[src/rtl/mem_access_stage_pkg.sv]
// Shared MEM-stage definitions: FSM encoding, MEM/WB bundle and bubble.
// Imported by mem_wb_register and mem_access_stage.
package mem_access_stage_pkg;

   localparam int PKG_DATA_W = 32;
   localparam int PKG_REG_W  = 5;

   localparam logic [0:0] MEM_IDLE = 1'b0;
   localparam logic [0:0] MEM_BUSY = 1'b1;

   typedef struct packed {
      logic                  reg_write;
      logic                  mem_to_reg;
      logic [PKG_DATA_W-1:0] read_data;
      logic [PKG_DATA_W-1:0] alu_result;
      logic [PKG_REG_W-1:0]  rd;
   } mem_wb_t;

   localparam mem_wb_t MEM_WB_BUBBLE = '0;

endpackage

[src/rtl/mem_access_stage_mem_wb_register.sv]
// MEM/WB pipeline register with load and bubble-insert controls.
// Ports: clk, reset (async, high), load, bubble, d (next bundle), q.
module mem_wb_register
   import mem_access_stage_pkg::*;
(
   input  logic    clk,
   input  logic    reset,
   input  logic    load,
   input  logic    bubble,
   input  mem_wb_t d,
   output mem_wb_t q
);

   // bubble wins over load so a dropped instruction never leaks through
   always_ff @(posedge clk or posedge reset) begin
      if (reset) begin
         q <= MEM_WB_BUBBLE;
      end else if (bubble) begin
         q <= MEM_WB_BUBBLE;
      end else if (load) begin
         q <= d;
      end
   end

endmodule

[src/rtl/mem_access_stage.sv]
// MEM stage: multi-cycle dmem req/ack, upstream stall, MEM/WB register.
// Ports: EX/MEM inputs, dmem_* request bus, stall/error pulses, MEM/WB outs.
module mem_access_stage
   import mem_access_stage_pkg::*;
#(
   parameter int DATA_W      = PKG_DATA_W,
   parameter int REG_W       = PKG_REG_W,
   parameter int TIMEOUT_CYC = 16
) (
   input  logic              clk,
   input  logic              reset,
   input  logic              MemRead_in,
   input  logic              MemWrite_in,
   input  logic              MemToReg_in,
   input  logic              RegWrite_in,
   input  logic [DATA_W-1:0] ALUResult_in,
   input  logic [DATA_W-1:0] RD2_in,
   input  logic [REG_W-1:0]  Rd_in,
   output logic              dmem_req,
   output logic              dmem_we,
   output logic [DATA_W-1:0] dmem_addr,
   output logic [DATA_W-1:0] dmem_wdata,
   input  logic              dmem_ack,
   input  logic [DATA_W-1:0] dmem_rdata,
   output logic              stall,
   output logic              misalign_err,
   output logic              timeout_err,
   output logic              RegWrite_out,
   output logic              MemToReg_out,
   output logic [DATA_W-1:0] ReadData_out,
   output logic [DATA_W-1:0] ALUResult_out,
   output logic [REG_W-1:0]  Rd_out
);

   localparam int CNT_W =
      (TIMEOUT_CYC > 1) ? $clog2(TIMEOUT_CYC) : 1;
   localparam logic [CNT_W-1:0] CNT_MAX = CNT_W'(TIMEOUT_CYC - 1);

   logic [0:0]       state;
   logic [CNT_W-1:0] cnt;
   logic             mem_op;
   logic             misaligned;
   logic             timeout_hit;
   logic             wb_load;
   mem_wb_t          wb_d;
   mem_wb_t          wb_q;

   assign mem_op      = MemRead_in | MemWrite_in;
   assign misaligned  = mem_op & (ALUResult_in[1:0] != 2'b00);
   assign timeout_hit = ~dmem_ack & (cnt == CNT_MAX);
   assign dmem_req    = (state == MEM_BUSY);

   always_comb begin
      stall        = 1'b0;
      misalign_err = 1'b0;
      timeout_err  = 1'b0;
      wb_load      = 1'b0;
      unique case (state)
         MEM_IDLE: begin
            misalign_err = misaligned;
            stall        = mem_op & ~misaligned;
            wb_load      = ~mem_op;
         end
         MEM_BUSY: begin
            timeout_err = timeout_hit;
            stall       = ~dmem_ack & ~timeout_hit;
            wb_load     = dmem_ack;
         end
      endcase
   end

   always_ff @(posedge clk or posedge reset) begin
      if (reset) begin
         state      <= MEM_IDLE;
         cnt        <= '0;
         dmem_we    <= 1'b0;
         dmem_addr  <= '0;
         dmem_wdata <= '0;
      end else begin
         unique case (state)
            MEM_IDLE: begin
               if (mem_op && !misaligned) begin
                  state      <= MEM_BUSY;
                  cnt        <= '0;
                  dmem_we    <= MemWrite_in;
                  dmem_addr  <= ALUResult_in;
                  dmem_wdata <= RD2_in;
               end
            end
            MEM_BUSY: begin
               if (dmem_ack || timeout_hit) begin
                  state <= MEM_IDLE;
               end else begin
                  cnt <= cnt + 1'b1;
               end
            end
         endcase
      end
   end

   always_comb begin
      wb_d            = MEM_WB_BUBBLE;
      wb_d.reg_write  = RegWrite_in;
      wb_d.mem_to_reg = MemToReg_in;
      wb_d.alu_result = ALUResult_in;
      wb_d.rd         = Rd_in;
      if (state == MEM_BUSY && dmem_ack) begin
         wb_d.read_data = dmem_rdata;
      end
   end

   mem_wb_register u_mem_wb (
      .clk    (clk),
      .reset  (reset),
      .load   (wb_load),
      .bubble (~wb_load),
      .d      (wb_d),
      .q      (wb_q)
   );

   assign RegWrite_out  = wb_q.reg_write;
   assign MemToReg_out  = wb_q.mem_to_reg;
   assign ReadData_out  = wb_q.read_data;
   assign ALUResult_out = wb_q.alu_result;
   assign Rd_out        = wb_q.rd;

endmodule

[config.mk]
export PLATFORM = sky130hd
export DESIGN_NAME = mem_access_stage
export DESIGN_NICKNAME = d
export VERILOG_FILES = /design/src/rtl/mem_access_stage_pkg.sv /design/src/rtl/mem_access_stage_mem_wb_register.sv /design/src/rtl/mem_access_stage.sv
export SDC_FILE = /design/constraint.sdc
export NUM_CORES = 1
export LEC_CHECK = 0
export CELL_PAD_IN_SITES_DETAIL_PLACEMENT = 1
export CELL_PAD_IN_SITES_GLOBAL_PLACEMENT = 1
export CORE_MARGIN = 1
export CORE_UTILIZATION = 36
export DETAILED_ROUTE_END_ITERATION = 12
export PLACE_DENSITY_LB_ADDON = 0.1
export SLEW_MARGIN = 15
export SYNTH_ARGS = -nofsm -noshare
export SYNTH_HDL_FRONTEND = slang
export SYNTH_HIERARCHICAL = 1
export SYNTH_SLANG_ARGS = --single-unit
[constraint.sdc]
create_clock -name clk -period 6.15 [get_ports clk]
set_input_delay 0.9225 -clock clk [delete_from_list [all_inputs] [get_ports clk]]
set_output_delay 0.9225 -clock clk [all_outputs]
set_load 0.05 [all_outputs]
==> metrics.yaml, run 1 <==
pwr:
  p_sw_share_pct: 33.2
  p_per_area_nw_per_um2: 358
  p_leak_uw: 0.00409
  p_clk_share_pct: 33.7
  seqPwrFrac_pct: 34.2
  power.share.combinational_pct: 32.0
  p_int_uw: 2210
  p_switching_uw: 1100
  vdd_drop_max_mv: 0.197
worst_setup_path:
  ff2ff_path_depth: 4
  cp-end-kind: "output pin"
  worstSetupPathType: "primary input to output pin"
  startpoint: "dmem_ack"
  worstPathMaxFanout: 34
  reg2reg_to: "dmem_addr[16]"
  cp_data_required_time_ns: 5.23
  r2r-start: "dmem_req"
  start_kind: "primary input"
  arrival_ns: 3.54
  r2r_slack_ns: 3.30
placement:
  place.gp.congestion: 0.828
  hpwl_mm: 11.6
  portBuffers: 247
detailed_routing:
  via_per_inst: 4.72
  wl_per_cell_microns: 18.5
  first_iter_violations: 128
  postRouteWirelength_mm: 16.9
  vias: 4299
  drc: 0
  antenna_left: 0
  drtPass1Iterations: 4
worst_hold_path:
  hold_depth: 1
  hold_end: "dmem_addr[0]"
  hp-class: "register to register"
  hold_start: "dmem_addr[0]"
floorplan:
  die_area_sq_um: 17400
  start_util_pct: 36.8
  ios: 248
  num_rows: 47
  die_x_microns: 132
  chipHeight_microns: 132
  core-area_sq_um: 16500
clock_tree:
  htree_levels: 4
  numCtsBuffers: 17
  clock_latency_ns: 0.42
  clk_pin_slew_ns: 0.06
  ctsLongestPathBuffers: 2
  cts_resized: 0
  post_cts_buffers: 0
  cts_tree: "yes"
  clkSinkCount: 141
  root_buffer: "clkbuf_16"
  cts_hold_buf: 0
flow_run:
  drv_cap: 0
global_routing:
  grtUsageTotal_pct: 20.7
  grt_first_pass_wirelength_mm: 27.9
  grt_pass1_vias: 4965
  grt.overflow.total: 0
  antenna_found_initial: 0
  grt_max_degree: 72
yosys:
  yosys_warnings: 6
  syn_inst: 435
  synth_cell_type_count: 29
  syn_area_per_cell_sq_um: 14.0
  yosysSeqAreaShare_pct: 58.0
  syn-cell-area_sq_um: 6080
  ys_ff_latch: 141
  synth_fp_nets: 544
sta:
  fin_crit_ns: 4.47
  worst_hold_slack_ns: 0.498
  hold_violations: 0
  skew_ns: 0.00836
  final.setup.tns_ns: 0
  relSlewSlack_pct: 25.7
  finalMaxSlewViolations: 0
  worst_slew_pin_slew_ns: 1.11
  setup_viol: 0
  finalCritPeriodShare_pct: 72.6
  rsz0062_at_grt: "no"
  max_freq_ghz: 0.224
final_layout:
  layout_common_cells: "clkdlybuf4s50_1 (247), dfrtp_1 (141), mux2i_1 (72), nor2_1 (71), mux2_4 (48)"
  nFillCells: 1662
  antenna_cells: 0
  syn2layout_area_growth_pct: 51.8
  drive_gt1_share_pct: 14.9
  layout_commonest_cell: "clkdlybuf4s50_1"
  fin_nets: 787
  postLayoutCoreUtil_pct: 55.9
outcome:
  status: "complete, no violations"
## worst max-delay path by stage
| stage | to | cells after the start |
|---|---|---|
| 2_1_floorplan | stall | 2 |
| 3_3_place_gp | stall | 4 |
| 3_5_place_dp | stall | 4 |
| 4_1_cts | stall | 4 |
| 5_1_grt | stall | 4 |
| 6_report | stall | 4 |
## cells in the mapped netlist
library cell | instances | share of area, %
o2bb2ai_1 | 1 | 0.14
and2b_1 | 2 | 0.25
mux2_4 | 48 | 12
buf_8 | 7 | 1.7
o22ai_1 | 1 | 0.10
nand2_1 | 2 | 0.12
mux2i_1 | 72 | 12
buf_2 | 1 | 0.082
nor2b_1 | 3 | 0.31
dfrtp_1 | 141 | 58
o21ai_0 | 1 | 0.082
ha_1 | 1 | 0.21
and3_1 | 32 | 3.3
nor2_1 | 71 | 4.4
inv_1 | 5 | 0.31
nand2b_1 | 1 | 0.10
a21oi_1 | 1 | 0.082
or2_1 | 1 | 0.10
o21bai_4 | 1 | 0.31
mux2_2 | 15 | 2.8
xnor2_1 | 1 | 0.14
clkbuf_2 | 1 | 0.082
o31a_1 | 1 | 0.14
clkbuf_1 | 13 | 0.80
buf_6 | 1 | 0.19
a31oi_1 | 1 | 0.10
buf_12 | 6 | 2.0
nand3_1 | 3 | 0.25
nor2_4 | 1 | 0.19
## state kept, by name, indices dropped and copies added, names as in the netlist
register	flops
cnt	4
dmem_we	1
dmem_wdata	32
dmem_req	1
dmem_addr	32
u_mem_wb/q	71
## layout make-up
| type | count | area (sq um) | share of cell area [%] |
|---|---|---|---|
| Clock inverter | 10 | 188 | 2.03 |
| Timing Repair Buffer | 253 | 2530 | 27.4 |
| Multi-Input combinational cell | 260 | 2240 | 24.2 |
| Clock buffer | 21 | 450 | 4.88 |
| Tap cell | 220 | 275 | 2.98 |
| Inverter | 5 | 21.3 | 0.230 |
| Sequential cell | 141 | 3530 | 38.2 |
## kinds of logic after synthesis
group / synth area share, %
adders and majority gates: 0.206
xor gates and xnor gates: 0.144
and+or+nand+nor: 8.99
AOI/OAI and AO/OA: 0.967
DFF: 58.0
muxes: 26.5
buffers and inverters: 5.17
## through the flow
stage	setup WS (ns)	total power [uW]	std cells	instance area, sq um
4_1_cts	1.66	3350	910	9230
5_1_grt	1.55	3440	910	9230
3_5_place_dp	1.68	2210	879	8590
3_3_place_gp	1.72	2190	879	8590
2_1_floorplan	3.09	1840	435	6080
6_report	1.68	3300	910	9230
## critical path, cell delays in order
cell             delay, ns
clkdlybuf4s50_1       0.94
and2b_1               0.50
o2bb2ai_1             0.26
clkdlybuf4s50_1       0.92
## power by group through the flow
stage                     Sequential, uW  Clock (uW)  Combinational [uW]
after floorplan                     1540           0                 298
after global placement              1140           0                1050
after detailed placement            1150           0                1060
after CTS                           1130        1150                1070
after global routing                1150        1180                1110
final                               1130        1110                1060
## metal layers
metal | global-route usage [%] | up-vias | share of wire, %
li1 | - | 1969 | -
met1 | 25.0 | 2149 | 42
met2 | 34.1 | 167 | 49
met3 | 7.88 | 14 | 7.7
met4 | 6.52 | 0 | 1.4
met5 | 0 | - | 0
No activity file was read; power rests on OpenSTA's default activity.
==> run 2: changes to the inputs <==
CORE_UTILIZATION = 34   (was 36)
clock period = 4.7 ns   (was 6.15 ns; I/O delays follow)
==> metrics.yaml, run 2 (same netlist as run 1, synthesis figures left out) <==
clock_tree:
  clkSinkCount: 141  # unchanged
  numCtsBuffers: 17  # unchanged
  clk_pin_slew_ns: 0.06  # about the same
  root_buffer: "clkbuf_16"  # unchanged
  cts_tree: "yes"  # unchanged
  clock_latency_ns: 0.41  # was 0.42 ns
  cts_hold_buf: 0  # unchanged
  htree_levels: 4  # unchanged
  cts_resized: 0  # unchanged
  post_cts_buffers: 0  # unchanged
  ctsLongestPathBuffers: 2  # unchanged
placement:
  place.gp.congestion: 0.729  # was 0.828
  portBuffers: 247  # unchanged
  hpwl_mm: 12.0  # was 11.6 mm
  preCtsSetupSlack_ns: 1.21  # was 1.68 ns
detailed_routing:
  first_iter_violations: 109  # was 128
  postRouteWirelength_mm: 17.2  # was 16.9 mm
  vias: 4298  # was 4299
  antenna_left: 0  # unchanged
  via_per_inst: 4.69  # was 4.72
  drc: 0  # unchanged
  drtPass1Iterations: 4  # unchanged
  wl_per_cell_microns: 18.7  # was 18.5 microns
flow_run:
  drv_cap: 0  # unchanged
floorplan:
  ios: 248  # unchanged
  die_area_sq_um: 18400  # was 17400 sq um
  start_util_pct: 35.0  # was 36.8%
  chipHeight_microns: 136  # was 132 microns
  die_x_microns: 136  # was 132 microns
  core-area_sq_um: 17400  # was 16500 sq um
  num_rows: 48  # was 47
final_layout:
  drive_gt1_share_pct: 15.6  # was 14.9%
  syn2layout_area_growth_pct: 52.0  # was 51.8%
  antenna_cells: 0  # unchanged
  layout_common_cells: "clkdlybuf4s50_1 (247), dfrtp_1 (141), mux2i_1 (72), nor2_1 (71), mux2_4 (48)"  # unchanged
  multi_input_area_sq_um: 2240  # unchanged
  layout_commonest_cell: "clkdlybuf4s50_1"  # unchanged
  seq_area_sq_um: 3530  # unchanged
  fin_nets: 789  # was 787
  largest_registers: "u_mem_wb/q x71, dmem_addr x32, dmem_wdata x32"  # unchanged
  regMostFlops: "u_mem_wb/q"  # unchanged
  postLayoutCoreUtil_pct: 53.3  # was 55.9%
  nFillCells: 1734  # was 1662
  largest_register_ffs: 71  # unchanged
global_routing:
  grt_first_pass_wirelength_mm: 26.8  # was 27.9 mm
  grt_max_degree: 72  # unchanged
  grt.overflow.total: 0  # unchanged
  grt_pass1_vias: 4847  # was 4965
  antenna_found_initial: 0  # unchanged
  grtUsageTotal_pct: 19.3  # was 20.7%
sta:
  setup_viol: 0  # unchanged
  finalCritPeriodShare_pct: 74.9
  setup_slack_ns: 1.18  # was 1.68 ns
  finalMaxSlewViolations: 0  # unchanged
  fin_crit_ns: 3.52
  max_freq_ghz: 0.284
  skew_ns: 0.00542  # was 0.00836 ns
  final.setup.tns_ns: 0  # unchanged
  worst_slew_pin_slew_ns: 1.01  # was 1.11 ns
  rsz0062_at_grt: "no"  # unchanged
  relSlewSlack_pct: 32.9  # was 25.7%
  hold_violations: 0  # unchanged
pwr:
  p_per_area_nw_per_um2: 464  # was 358 nW/um^2
  vdd_drop_max_mv: 0.262  # was 0.197 mV
  power.share.combinational_pct: 32.5  # was 32.0%
  seqPwrFrac_pct: 34.4  # was 34.2%
  p_leak_uw: 0.00409  # about the same
  p_int_uw: 2840  # was 2210 uW
  p_sw_share_pct: 33.8  # was 33.2%
  p_switching_uw: 1450  # was 1100 uW
  finalPower_uw: 4290  # was 3300 uW
  p_clk_share_pct: 33.1  # was 33.7%
worst_hold_path:
  hp-class: "register to register"  # unchanged
worst_setup_path:
  cp_data_required_time_ns: 3.99  # was 5.23 ns
  start_kind: "register"  # was primary input
  worstPathMaxFanout: 20  # was 34
  cp-end-kind: "output pin"  # unchanged
  arrival_ns: 2.82  # was 3.54 ns
  worstSetupPathType: "register to output pin"  # was primary input to output pin
outcome:
  status: "complete, no violations"  # unchanged
run 2: cell count changes in the layout (fill, tap and decap cells not counted), sizes merged:
cell / change
clkinv: +2
bufinv: -1
clkinvlp: +2
clkbuf: -3
buf: +2
run 2: final timing paths:
kind	cells past startpoint	endpoint	slack (ns)	startpoint
worst max-delay path	4	stall	1.18	dmem_req
worst min-delay path	1	dmem_addr[1]	0.50	dmem_addr[1]
worst max register to register	5	u_mem_wb/q[65]	2.28	dmem_req
worst min register to register	1	dmem_addr[1]	0.50	dmem_addr[1]
max in group asynchronous	3	u_mem_wb/q[39]	2.83	reset
min in group asynchronous	2	cnt[1]	0.84	reset
run 2: area by class of cell:
cell class,instances,share of cell area [%]
clock buffers,18,4.75
flip-flops and latches,141,38.2
inverters,5,0.230
multi-input cells,260,24.2
clock inverters,13,2.06
well taps,225,3.05
repair buffers,255,27.5
run 2: power by group through the flow:
stage	registers (uW)	clock network (uW)	logic, uW
after floorplan	2020	0	390
after global placement	1480	0	1390
after detailed placement	1500	0	1400
after CTS	1480	1460	1410
after global routing	1500	1500	1460
final	1480	1420	1390
run 2: metrics by stage:
step / std cells / area [sq um] / hold WS, ns
after floorplan: 435 / 6080 / 0.472
after global placement: 886 / 8610 / 0.484
after detailed placement: 886 / 8610 / 0.485
after CTS: 917 / 9240 / 0.505
after global routing: 917 / 9240 / 0.527
final: 917 / 9240 / 0.499
run 2: worst max-delay path: stages (launching register included):
cell,delay [ns]
dfrtp_1,0.64
buf_4,0.32
and2b_1,0.26
o2bb2ai_1,0.28
clkdlybuf4s50_1,0.90
run 2: routing by layer:
layer / track usage (%) / wire [microns] / vias to the layer above
li1: - / - / 1968
met3: 6.21 / 1220 / 19
met4: 6.55 / 246 / 0
met2: 33.4 / 8650 / 144
met5: 0 / 0 / -
met1: 22.4 / 7040 / 2167
==> run 3: changes to the inputs <==
clock period = 3.4 ns   (was 4.7 ns; I/O delays follow)
==> metrics.yaml, run 3 (same netlist as run 1, synthesis figures left out) <==
global_routing:
  grt_first_pass_wirelength_mm: 27.5  # was 26.8 mm
  grt_max_degree: 72  # unchanged
  antenna_found_initial: 0  # unchanged
  grtUsageTotal_pct: 19.9  # was 19.3%
  grt.overflow.total: 0  # unchanged
  grt_pass1_vias: 4852  # was 4847
placement:
  preCtsSetupSlack_ns: 0.736  # was 1.21 ns
  hpwl_mm: 11.9  # was 12.0 mm
  portBuffers: 247  # unchanged
  place.gp.congestion: 0.729  # about the same
floorplan:
  die_area_sq_um: 18400  # unchanged
  ios: 248  # unchanged
  die_x_microns: 136  # unchanged
  start_util_pct: 35.0  # unchanged
  core-area_sq_um: 17400  # unchanged
  num_rows: 48  # unchanged
  chipHeight_microns: 136  # unchanged
sta:
  final.setup.tns_ns: 0  # unchanged
  rsz0062_at_grt: "no"  # unchanged
  worst_slew_pin_slew_ns: 0.836  # was 1.01 ns
  fin_crit_ns: 2.66
  finalMaxSlewViolations: 0  # unchanged
  setup_slack_ns: 0.737  # was 1.18 ns
  finalCritPeriodShare_pct: 78.3
  setup_viol: 0  # unchanged
  hold_violations: 0  # unchanged
  skew_ns: 0.00760  # was 0.00542 ns
  relSlewSlack_pct: 44.2  # was 32.9%
  max_freq_ghz: 0.375
worst_setup_path:
  slowest_stage: "clkdlybuf4s50_1"  # unchanged
  worstPathMaxFanout: 3  # was 20
  crit_chain: "clkdlybuf4s50_1 -> o21bai_4 -> and2b_1 -> clkdlybuf4s50_1"  # was buf_4 -> and2b_1 -> o2bb2ai_1 -> clkdlybuf4s50_1
  worstSetupPathType: "primary input to output pin"  # was register to output pin
  start_kind: "primary input"  # was register
  cpPeakStageDelay_ns: 0.79  # was 0.90 ns
  cpMostUsedCell: "clkdlybuf4s50_1"
  arrival_ns: 2.15  # was 2.82 ns
  cp-end-kind: "output pin"  # unchanged
  cp_data_required_time_ns: 2.89  # was 3.99 ns
clock_tree:
  root_buffer: "clkbuf_16"  # unchanged
  cts_hold_buf: 0  # unchanged
  clock_latency_ns: 0.42  # was 0.41 ns
  post_cts_buffers: 0  # unchanged
  numCtsBuffers: 17  # unchanged
  htree_levels: 4  # unchanged
  clk_pin_slew_ns: 0.05  # was 0.06 ns
  cts_tree: "yes"  # unchanged
  clkSinkCount: 141  # unchanged
  cts_resized: 0  # unchanged
  ctsLongestPathBuffers: 2  # unchanged
outcome:
  status: "complete, no violations"  # unchanged
pwr:
  p_int_uw: 3930  # was 2840 uW
  p_leak_uw: 0.00411  # was 0.00409 uW
  p_clk_share_pct: 33.2  # was 33.1%
  finalPower_uw: 5950  # was 4290 uW
  p_switching_uw: 2020  # was 1450 uW
  p_per_area_nw_per_um2: 642  # was 464 nW/um^2
  seqPwrFrac_pct: 34.2  # was 34.4%
  power.share.combinational_pct: 32.6  # was 32.5%
  p_sw_share_pct: 33.9  # was 33.8%
  vdd_drop_max_mv: 0.366  # was 0.262 mV
detailed_routing:
  highest-signal-layer: "met4"  # unchanged
  first_iter_violations: 178  # was 109
  m1WireLength_mm: 7.23  # was 7.04 mm
  vias: 4301  # was 4298
  drtPass1Iterations: 4  # unchanged
  postRouteWirelength_mm: 17.4  # was 17.2 mm
  drc: 0  # unchanged
  via_per_inst: 4.69  # about the same
  antenna_left: 0  # unchanged
  wl_per_cell_microns: 19.0  # was 18.7 microns
  wl_met2_mm: 8.78  # was 8.65 mm
  wl_met3_mm: 1.24  # was 1.22 mm
final_layout:
  antenna_cells: 0  # unchanged
  regMostFlops: "u_mem_wb/q"  # unchanged
  largest_register_ffs: 71  # unchanged
  syn2layout_area_growth_pct: 52.6  # was 52.0%
  layout_commonest_cell: "clkdlybuf4s50_1"  # unchanged
  largest_registers: "u_mem_wb/q x71, dmem_addr x32, dmem_wdata x32"  # unchanged
  layout_common_cells: "clkdlybuf4s50_1 (245), dfrtp_1 (141), mux2i_1 (72), nor2_1 (71), mux2_4 (48)"  # was clkdlybuf4s50_1 (247), dfrtp_1 (141), mux2i_1 (72), nor2_1 (71), mux2_4 (48)
  fin_nets: 789  # unchanged
  drive_gt1_share_pct: 15.9  # was 15.6%
flow_run:
  drv_cap: 0  # unchanged
worst_hold_path:
  hp-class: "register to register"  # unchanged
run 3: critical path, delay by kind of cell:
kind | cells | cell delay, ns
compound gates | 1 | 0.10
buf+inv | 2 | 1.34
simple gates | 1 | 0.19
run 3: stage by stage:
stage	utilization, %	cells	hold slack [ns]	cell area (sq um)
finish	53.5	918	0.496	9280
global route	53.5	918	0.516	9280
CTS	53.5	918	0.505	9280
detailed placement	49.8	886	0.486	8650
global placement	49.8	886	0.483	8650
floorplan	-	435	0.472	6080
run 3: layer usage:
metal  vias to the layer above  track usage (%)
li1                       1971                -
met1                      2158             24.6
met2                       155             33.2
met3                        17             6.43
met4                         0             5.37
met5                         -                0
run 3: power by group through the flow:
stage / combinational (uW) / clock, uW / sequential (uW)
after CTS: 1960 / 2030 / 2040
after global placement: 1930 / 0 / 2050
final: 1940 / 1980 / 2040
after floorplan: 539 / 0 / 2790
after global routing: 2030 / 2110 / 2060
after detailed placement: 1950 / 0 / 2070
run 3: layout make-up:
type | instances | area [sq um]
Clock buffer | 19 | 443
Clock inverter | 13 | 188
Fill cell | 1727 | 8080
Inverter | 5 | 21.3
Tap cell | 225 | 282
Timing Repair Buffer | 255 | 2580
Sequential cell | 141 | 3530
Multi-Input combinational cell | 260 | 2240
run 3: path summary, 6_finish.rpt:
path	startpoint	to	slack, ns	depth (start not counted)
min in group asynchronous	reset	u_mem_wb/q[60]	0.59	2
setup / recovery	MemWrite_in	misalign_err	0.74	4
setup reg to reg	dmem_req	u_mem_wb/q[38]	1.42	6
hold / removal	dmem_addr[0]	dmem_addr[0]	0.50	1
hold reg to reg	dmem_addr[0]	dmem_addr[0]	0.50	1
max in group asynchronous	reset	dmem_wdata[0]	2.08	3
